## config.mk

```make
export PLATFORM = sky130hd
export DESIGN_NAME = hazard_stall_ctrl_flat
export DESIGN_NICKNAME = d
export VERILOG_FILES = /design/src/rtl/hazard_stall_ctrl_pkg.sv /design/src/rtl/hazard_stall_ctrl_if.sv /design/src/rtl/hazard_detect.sv /design/src/rtl/hazard_stall_ctrl.sv /design/src/flat_wrapper.sv
export SDC_FILE = /design/constraint.sdc
export NUM_CORES = 1
export LEC_CHECK = 0
export CELL_PAD_IN_SITES_DETAIL_PLACEMENT = 1
export CELL_PAD_IN_SITES_GLOBAL_PLACEMENT = 1
export CORE_ASPECT_RATIO = 0.5
export CORE_MARGIN = 2
export CORE_UTILIZATION = 38
export DETAILED_ROUTE_END_ITERATION = 10
export PLACE_DENSITY_LB_ADDON = 0.1
export SETUP_SLACK_MARGIN = 0.15
export SYNTH_ARGS = -nofsm -noshare
export SYNTH_HDL_FRONTEND = slang
export SYNTH_SLANG_ARGS = --single-unit
```

## constraint.sdc

```tcl
create_clock -name clk_i -period 3.8 [get_ports clk_i]
set_input_delay 0.57 -clock clk_i [delete_from_list [all_inputs] [get_ports clk_i]]
set_output_delay 0.57 -clock clk_i [all_outputs]
set_load 0.02 [all_outputs]
```

## src/rtl/hazard_stall_ctrl_pkg.sv

```systemverilog
// Shared CPU definitions for the hazard/stall controller: memory FSM states,
// default timeout and the register-hazard compare helper.
package hazard_stall_ctrl_pkg;

  localparam int REG_W           = 5;
  localparam int DEFAULT_TIMEOUT = 255;
  localparam int DEFAULT_CNT_W   = 16;

  typedef enum logic [1:0] {
    IDLE = 2'd0,
    WAIT = 2'd1,
    ERR  = 2'd2
  } mem_state_e;

  // $0 is hard-wired to zero, so a load into it never creates a dependency.
  function automatic logic reg_hazard(input logic [REG_W-1:0] dst,
                                      input logic [REG_W-1:0] src);
    return (dst != '0) && (dst == src);
  endfunction

endpackage

```

## src/rtl/hazard_stall_ctrl_if.sv

```systemverilog
// Data-memory request/acknowledge handshake between the stall controller and memory.
interface hazard_stall_ctrl_if;
  logic mem_req_o;
  logic mem_ack_i;

  modport master (output mem_req_o, input mem_ack_i);
  modport slave  (input mem_req_o, output mem_ack_i);
endinterface

```

## src/rtl/hazard_detect.sv

```systemverilog
// Purely combinational load-use comparator between the load in EX and the sources in ID.
module hazard_detect
  import hazard_stall_ctrl_pkg::*;
(
  input  logic             IDEX_memRead_i,
  input  logic [REG_W-1:0] IDEX_rt_i,
  input  logic [REG_W-1:0] IFID_rs_i,
  input  logic [REG_W-1:0] IFID_rt_i,
  output logic             load_use_o
);

  assign load_use_o = IDEX_memRead_i &
                      (reg_hazard(IDEX_rt_i, IFID_rs_i) | reg_hazard(IDEX_rt_i, IFID_rt_i));

endmodule

```

## src/rtl/hazard_stall_ctrl.sv

```systemverilog
// Pipeline hazard and data-memory stall controller: memory handshake FSM with
// timeout, load-use hold, branch flush and a saturating stall-cycle counter.
module hazard_stall_ctrl
  import hazard_stall_ctrl_pkg::*;
#(
  parameter int TIMEOUT = DEFAULT_TIMEOUT,
  parameter int CNT_W   = DEFAULT_CNT_W
) (
  input  logic                clk_i,
  input  logic                rst_i,
  hazard_stall_ctrl_if.master mem_if,
  input  logic                IDEX_memRead_i,
  input  logic [REG_W-1:0]    IDEX_rt_i,
  input  logic [REG_W-1:0]    IFID_rs_i,
  input  logic [REG_W-1:0]    IFID_rt_i,
  input  logic                branchTaken_i,
  input  logic                jump_i,
  input  logic                EXMEM_memRead_i,
  input  logic                EXMEM_memWrite_i,
  output logic                stall_o,
  output logic                stallHold_o,
  output logic                flush_o,
  output logic                pcWrite_o,
  output logic                IDEX_bubble_o,
  output logic                err_o,
  output logic [CNT_W-1:0]    stallCount_o
);

  localparam int TMO_W = $clog2(TIMEOUT + 1);

  mem_state_e       state_q, state_d;
  logic [TMO_W-1:0] tmo_q, tmo_d;
  logic [CNT_W-1:0] cnt_q, cnt_d;
  logic             err_q, err_d;
  logic             mem_access;
  logic             mem_req;
  logic             mem_stall;
  logic             load_use;

  hazard_detect u_hazard_detect (
    .IDEX_memRead_i (IDEX_memRead_i),
    .IDEX_rt_i      (IDEX_rt_i),
    .IFID_rs_i      (IFID_rs_i),
    .IFID_rt_i      (IFID_rt_i),
    .load_use_o     (load_use)
  );

  assign mem_access = EXMEM_memRead_i | EXMEM_memWrite_i;

  always_comb begin
    state_d   = state_q;
    tmo_d     = tmo_q;
    mem_req   = 1'b0;
    mem_stall = 1'b0;
    case (state_q)
      IDLE: begin
        if (mem_access) begin
          mem_req   = 1'b1;
          mem_stall = 1'b1;
          tmo_d     = '0;
          state_d   = WAIT;
        end
      end
      WAIT: begin
        // Releasing the stall on the ack cycle lets the pipeline advance on
        // that same edge, so the access is never re-requested.
        if (mem_if.mem_ack_i) begin
          state_d = IDLE;
        end else begin
          mem_req   = 1'b1;
          mem_stall = 1'b1;
          tmo_d     = tmo_q + TMO_W'(1);
          if (tmo_d == TMO_W'(TIMEOUT)) state_d = ERR;
        end
      end
      ERR: begin
        mem_stall = 1'b1;
      end
      default: begin
        state_d = IDLE;
      end
    endcase
  end

  // Reset gates the combinational handshake outputs so nothing leaks out
  // while the state is being forced back to IDLE.
  assign mem_if.mem_req_o = rst_i & mem_req;
  assign stall_o          = rst_i & mem_stall;
  assign stallHold_o      = load_use & ~stall_o;
  assign IDEX_bubble_o    = load_use & ~stall_o;
  assign flush_o          = (branchTaken_i | jump_i) & ~stall_o;
  assign pcWrite_o        = ~stall_o & ~stallHold_o;

  always_comb begin
    err_d = err_q | (state_d == ERR);
    cnt_d = cnt_q;
    if ((stall_o | stallHold_o) && (cnt_q != '1)) cnt_d = cnt_q + CNT_W'(1);
  end

  always_ff @(posedge clk_i or negedge rst_i) begin
    if (!rst_i) begin
      state_q <= IDLE;
      tmo_q   <= '0;
      cnt_q   <= '0;
      err_q   <= 1'b0;
    end else begin
      state_q <= state_d;
      tmo_q   <= tmo_d;
      cnt_q   <= cnt_d;
      err_q   <= err_d;
    end
  end

  assign err_o        = err_q;
  assign stallCount_o = cnt_q;

endmodule

```

## src/flat_wrapper.sv

```systemverilog
// flat-port wrapper written by rule: the top's interface ports become plain ports
module hazard_stall_ctrl_flat import hazard_stall_ctrl_pkg::*;
#(
  parameter int TIMEOUT = DEFAULT_TIMEOUT,
  parameter int CNT_W   = DEFAULT_CNT_W
)
  (clk_i, rst_i, IDEX_memRead_i, IDEX_rt_i, IFID_rs_i, IFID_rt_i, branchTaken_i, jump_i, EXMEM_memRead_i, EXMEM_memWrite_i, stall_o, stallHold_o, flush_o, pcWrite_o, IDEX_bubble_o, err_o, stallCount_o, mem_if_mem_req_o, mem_if_mem_ack_i);
  hazard_stall_ctrl_if mem_if_i ();
  input  logic clk_i;
  input  logic rst_i;
  input  logic IDEX_memRead_i;
  input  logic [REG_W-1:0] IDEX_rt_i;
  input  logic [REG_W-1:0] IFID_rs_i;
  input  logic [REG_W-1:0] IFID_rt_i;
  input  logic branchTaken_i;
  input  logic jump_i;
  input  logic EXMEM_memRead_i;
  input  logic EXMEM_memWrite_i;
  output logic stall_o;
  output logic stallHold_o;
  output logic flush_o;
  output logic pcWrite_o;
  output logic IDEX_bubble_o;
  output logic err_o;
  output logic [CNT_W-1:0] stallCount_o;
  output wire logic [$bits(mem_if_i.mem_req_o)-1:0] mem_if_mem_req_o;
  input wire logic [$bits(mem_if_i.mem_ack_i)-1:0] mem_if_mem_ack_i;
  assign mem_if_mem_req_o = mem_if_i.mem_req_o;
  assign mem_if_i.mem_ack_i = mem_if_mem_ack_i;
  hazard_stall_ctrl #(.TIMEOUT(TIMEOUT), .CNT_W(CNT_W)) u_core (.clk_i(clk_i), .rst_i(rst_i), .mem_if(mem_if_i), .IDEX_memRead_i(IDEX_memRead_i), .IDEX_rt_i(IDEX_rt_i), .IFID_rs_i(IFID_rs_i), .IFID_rt_i(IFID_rt_i), .branchTaken_i(branchTaken_i), .jump_i(jump_i), .EXMEM_memRead_i(EXMEM_memRead_i), .EXMEM_memWrite_i(EXMEM_memWrite_i), .stall_o(stall_o), .stallHold_o(stallHold_o), .flush_o(flush_o), .pcWrite_o(pcWrite_o), .IDEX_bubble_o(IDEX_bubble_o), .err_o(err_o), .stallCount_o(stallCount_o));
endmodule
```

* After elaboration in Yosys (flattened, before gate mapping)
Cells that the tools add are included.
** Storage, ports and cells
- Bits in registers :: 27
- Bits of input ports :: 23
- Output and inout port bits :: 23
- Word-level logic and storage cells :: 46
** Cells by class
- Add/sub/neg operators :: 2
- Equal/unequal tests :: 9
- Mux-type cells :: 11
- Bitwise logic cells :: 13
- Reductions and logical operators :: 7
** Operators by type and width (number)
- adder 16 x 1 -> 16 bit (second input constant) :: 1
- two-way mux 8 bit :: 2
- inequality test 16 bit (second input constant) :: 1
- one-hot mux 8 bit (2 select lines) :: 1
- equality test 5 bit :: 2
- adder 8 x 1 -> 8 bit (second input constant) :: 1
- equality test 8 bit (second input constant) :: 1
- AND 1 bit :: 6
- two-way mux 2 bit :: 3
- one-hot mux 2 bit (3 select lines) :: 1
- bitwise OR 1 bit :: 5
- nonzero test 5 bit :: 1
- equality test 2 bit (second input constant) :: 2
- logical AND 1 bit :: 3
- one-hot mux 1 bit (3 select lines) :: 1
- AND reduction 3 bit :: 1
- equality test 2 x 1 -> 1 bit (second input constant) :: 1
- zero test 2 bit :: 1
- two-way mux 1 bit :: 2
- inequality test 2 x 1 -> 1 bit (second input constant) :: 1
- inequality test 2 bit (second input constant) :: 1
- NOT 1 bit :: 2
- one-hot mux 1 bit (2 select lines) :: 1
- nonzero test 2 bit :: 1

* Depth between registers and ports, before layout
- Word-level depth :: 8
- Gate-level depth with buffers :: 7
- Mapped depth without buffers :: 7

* Hierarchy
Synthesis repeated with hierarchy kept, for this count alone.
** Unflattened totals
- Cell total of the unflattened synthesis :: 158
- Area, all modules :: 1557.7 um2
** By module, submodules not included
- hazard_stall_ctrl :: times used 1, cells each 141, area each 1432.6 um2, sequential area each 675.6 um2
- hazard_detect :: times used 1, cells each 17, area each 125.1 um2, sequential area each 0.0 um2

* Worst setup path after synthesis
Ideal clock, no wire load.
- Path kind :: input port to output port
- From :: input IDEX_rt_i[4]
- To :: output stallHold_o
- Arrival time :: 1.772 ns
- Data required time :: 3.230 ns
- Path slack :: 1.458 ns
- Stages on the path :: 6
- Buffers on the path :: 1
- Path through :: xnor2_1 nand3_1 o22ai_1 nand2_1 nor2_1 buf_4
** Between the ends
- Cells in the longest elaborated chain, start to end :: 5
** RTL lines
- start: declaration :: line flat_wrapper.sv:12 : input logic [REG_W-1:0] IDEX_rt_i;
- equality test 5 bit or nonzero test 5 bit (tied branches) :: line hazard_stall_ctrl_pkg.sv:18 : return (dst != '0) && (dst == src);
- logical AND 1 bit :: line hazard_stall_ctrl_pkg.sv:18
- bitwise OR 1 bit (*) :: line hazard_detect.sv:13 : (reg_hazard(IDEX_rt_i, IFID_rs_i) | reg_hazard(IDEX_rt_i, IFID_rt_i));
- AND 1 bit (*) :: line hazard_detect.sv:12 : assign load_use_o = IDEX_memRead_i &
- AND 1 bit (*)
- end: declaration :: line flat_wrapper.sv:20 : output logic stallHold_o;
Every way passes the cells marked *; elsewhere a longest branch is shown, timed or not.

* Worst setup path after layout
- From :: input IDEX_rt_i[4]
- To :: output stallHold_o
** Between the ends
- Cells in the longest elaborated chain, start to end :: 5
** RTL lines
- equality test 5 bit or nonzero test 5 bit (tied branches) :: line hazard_stall_ctrl_pkg.sv:18
- logical AND 1 bit :: line hazard_stall_ctrl_pkg.sv:18
- bitwise OR 1 bit (*) :: line hazard_detect.sv:13
- AND 1 bit (*) :: line hazard_detect.sv:12
- AND 1 bit (*) :: line hazard_stall_ctrl.sv:89 : assign stallHold_o = load_use & ~stall_o;
Marked as above.

==> flow_results.xml <==
<?xml version="1.0" encoding="UTF-8"?>
<metrics>
  <group name="outcome">
    <metric name="result_of_the_run" unit="">complete, no violations</metric>
  </group>
  <group name="timing">
    <metric name="fmax" unit="MHz">308</metric>
    <metric name="post-route-worst-setup-slack" unit="ns">0.548</metric>
    <metric name="hold_violations" unit="">0</metric>
    <metric name="final_hold_slack" unit="ns">0.479</metric>
    <metric name="timing.final.crit_period" unit="ns">3.25</metric>
    <metric name="worst_margin_pin_slew" unit="ns">0.371</metric>
    <metric name="finalSetupViolations" unit="">0</metric>
    <metric name="timing_max_transition_violations_final" unit="">0</metric>
    <metric name="tns" unit="ns">0</metric>
    <metric name="clock_skew" unit="ns">0.00263</metric>
    <metric name="slew_headroom" unit="">0.749</metric>
    <metric name="fin_crit_sh" unit="">0.856</metric>
    <metric name="grt_setup_unrepaired" unit="">false</metric>
  </group>
  <group name="synth">
    <metric name="synth_top_flop_cell" unit="">sky130_fd_sc_hd__dfrtp_1</metric>
    <metric name="seq_area_frac_synth" unit="">0.435</metric>
    <metric name="synth.net_count" unit="">189</metric>
    <metric name="postSynthCellCount" unit="">163</metric>
    <metric name="synth-edff-count" unit="">0</metric>
    <metric name="synth-warning-count" unit="">0</metric>
    <metric name="synthArstFlopShare" unit="">1.00</metric>
    <metric name="avgSynthCellArea" unit="µm²">9.53</metric>
    <metric name="synth_cell_types" unit="">40</metric>
    <metric name="ys_seq_elements" unit="">27</metric>
    <metric name="post_synth_instance_area" unit="µm²">1550</metric>
  </group>
  <group name="global_routing">
    <metric name="overflow" unit="">0</metric>
    <metric name="wire_length_of_the_first_global_routing_pass" unit="µm">6670</metric>
    <metric name="grt.total_usage" unit="">0.184</metric>
    <metric name="grt_antenna_before_repair" unit="">0</metric>
    <metric name="largest_net_degree_at_the_start_of_global_routing" unit="">28</metric>
    <metric name="first_global_vias" unit="">1430</metric>
  </group>
  <group name="final_layout">
    <metric name="fin_cells" unit="">264</metric>
    <metric name="layout.nets" unit="">237</metric>
    <metric name="layout_common_cells" unit="">45 x sky130_fd_sc_hd__clkdlybuf4s50_1, 27 x sky130_fd_sc_hd__dfrtp_1, 18 x sky130_fd_sc_hd__nand2_1, 14 x sky130_fd_sc_hd__xnor2_1</metric>
    <metric name="layout-area-overhead-vs-synth" unit="%">35.9</metric>
    <metric name="antenna_cells_inserted" unit="">0</metric>
    <metric name="final_common_cell" unit="">sky130_fd_sc_hd__clkdlybuf4s50_1</metric>
    <metric name="fillCellCount" unit="">451</metric>
    <metric name="post_route_cells_drive_above_1_share" unit="">0.0667</metric>
  </group>
  <group name="pwr">
    <metric name="leakagePower" unit="µW">0.000838</metric>
    <metric name="total_power" unit="µW">959</metric>
    <metric name="vdd_drop_max" unit="µV">186</metric>
    <metric name="power_density" unit="nW/µm²">454</metric>
  </group>
  <group name="clock_tree">
    <metric name="tritoncts" unit="">done</metric>
    <metric name="clk_pin_slew_worst_paths" unit="ns">0.10</metric>
    <metric name="cts_made_buffers" unit="">3</metric>
    <metric name="max-clock-path-buffers" unit="">2</metric>
    <metric name="clk-insertion-delay-late" unit="ns">0.28</metric>
    <metric name="cts_hold_buffers" unit="">0</metric>
    <metric name="numClockSinks" unit="">27</metric>
    <metric name="cts-root-buf" unit="">sky130_fd_sc_hd__clkbuf_8</metric>
    <metric name="post-cts-setup-buffer-count" unit="">0</metric>
    <metric name="cts-htree-levels" unit="">1</metric>
    <metric name="post_cts_resized" unit="">0</metric>
  </group>
  <group name="setup_path">
    <metric name="critPathCaptureType" unit="">primary output</metric>
    <metric name="timing.critical_path.cells" unit="">clkdlybuf4s50_1 -&gt; xnor2_1 -&gt; nand3_1 -&gt; o22ai_1 -&gt; nand2_1 -&gt; nor2_1 -&gt; clkdlybuf4s50_1</metric>
    <metric name="worst_path_max_stage_delay" unit="ns">0.63</metric>
    <metric name="crit_path_frequent_cell" unit="">sky130_fd_sc_hd__clkdlybuf4s50_1</metric>
    <metric name="crit_path_max_delay_cell_type" unit="">sky130_fd_sc_hd__clkdlybuf4s50_1</metric>
    <metric name="bufs_and_invs_on_worst_path" unit="">2</metric>
    <metric name="required_worst_endpoint" unit="ns">3.23</metric>
    <metric name="critPathArrivalTime" unit="ns">2.68</metric>
    <metric name="kind_of_start_point_of_the_critical_path" unit="">primary input</metric>
    <metric name="maximum_fanout_along_the_worst_path" unit="">3</metric>
    <metric name="critPathKind" unit="">primary input to primary output</metric>
    <metric name="worst_path_dominant_cell_family" unit="">buffers and inverters</metric>
  </group>
  <group name="floorplan">
    <metric name="std_cell_rows" unit="">16</metric>
    <metric name="initial_core_util" unit="">0.398</metric>
    <metric name="die_w" unit="µm">94.4</metric>
    <metric name="fp.dieArea" unit="µm²">4640</metric>
    <metric name="num_io_pins" unit="">46</metric>
    <metric name="die_y" unit="µm">49.2</metric>
    <metric name="placeableCoreArea" unit="µm²">3900</metric>
  </group>
  <group name="placed_design">
    <metric name="dpl.hpwl" unit="µm">3080</metric>
    <metric name="numPlacedInstances" unit="">260</metric>
    <metric name="globalplace.congestion" unit="">0.764</metric>
    <metric name="post-place-ws" unit="ns">0.545</metric>
    <metric name="portBuffers" unit="">45</metric>
  </group>
  <group name="detailed_routing">
    <metric name="routed_wl" unit="µm">4020</metric>
    <metric name="drt-initial-drc-count" unit="">84</metric>
    <metric name="detailroute.via_count" unit="">1383</metric>
    <metric name="antenna_left" unit="">0</metric>
    <metric name="drtPass1Iterations" unit="">4</metric>
    <metric name="vias_per_cell" unit="">5.24</metric>
    <metric name="remaining_drc_errors" unit="">0</metric>
    <metric name="detail_route.wl_per_cell" unit="µm">15.2</metric>
  </group>
  <group name="job">
    <metric name="cap_viol_max_count" unit="">0</metric>
  </group>
  <group name="min_path">
    <metric name="min_path_type" unit="">flip-flop to flip-flop</metric>
  </group>
</metrics>
[sequential cells by signal, summed over array words and instances, names as in the netlist]
name and flops:
u_core.stallCount_o 16, u_core.tmo_q 8, u_core.state_q 2, u_core.err_o 1
[Yosys cell counts, drive strengths merged, types with 2 or more instances]
master / count / area (µm²)
dfrtp: 27 / 676
or2: 3 / 21.3
nor4: 4 / 40.0
nand4: 5 / 31.3
nand2: 18 / 67.6
xor2: 12 / 105
xnor2: 14 / 123
and4: 2 / 17.5
and3: 2 / 12.5
o22a: 2 / 17.5
ha: 3 / 37.5
nor2: 12 / 45.0
buf: 3 / 23.8
inv: 4 / 15.0
and2: 3 / 18.8
clkbuf: 2 / 7.51
o21ai: 13 / 65.1
nor3: 7 / 40.0
nand3: 11 / 55.1
a21oi: 4 / 42.5
[report_power, final]
part           switching (µW)  internal [µW]  leakage (µW)
clock                    95.1           74.6     0.0000217
combinational             191            181      0.000468
sequential               73.8            343      0.000348
total                     360            600      0.000838
[metrics by stage]
stage | cell area [µm²] | utilization
floorplan | 1550 | -
global placement | 2060 | 0.528
detailed placement | 2060 | 0.528
CTS | 2110 | 0.541
global route | 2110 | 0.541
finish | 2110 | 0.541
[per-layer routing]
| metal | track usage | vias to the layer above | part of all wire |
|---|---|---|---|
| li1 | - | 659 | - |
| met1 | 0.225 | 684 | 0.43 |
| met2 | 0.330 | 34 | 0.50 |
| met3 | 0.0448 | 6 | 0.064 |
| met4 | 0.0362 | 0 | 0.0095 |
| met5 | 0 | - | 0 |
[final cells by class]
cell class	instances	area [µm²]	share of cell area
tap	54	67.6	0.0320
clock inverter	1	7.51	0.00356
multi-input combinational	127	831	0.394
inverter	4	15.0	0.00711
sequential	27	676	0.320
clock buffer	3	41.3	0.0196
timing repair buffer	48	473	0.224
[logic make-up after synthesis]
logic type,share of synthesized area
xor gates and xnor gates,0.147
muxes,0.00725
DFF,0.435
buffers and inverters,0.0298
AOI/OAI and AO/OA,0.109
adders and majority gates,0.0242
and+or+nand+nor,0.248
[final timing paths]
path | startpoint | end | slack, ns | cells after the start
max | IDEX_rt_i[4] | stallHold_o | 0.55 | 7
min | u_core.err_o | u_core.err_o | 0.48 | 1
max reg2reg | u_core.state_q[1] | u_core.stallCount_o[1] | 1.59 | 7
min reg2reg | u_core.err_o | u_core.err_o | 0.48 | 1
max in group asynchronous | rst_i | u_core.stallCount_o[12] | 2.83 | 2
min in group asynchronous | rst_i | u_core.tmo_q[0] | 0.70 | 2
No activity file was read; power rests on OpenSTA's default activity.
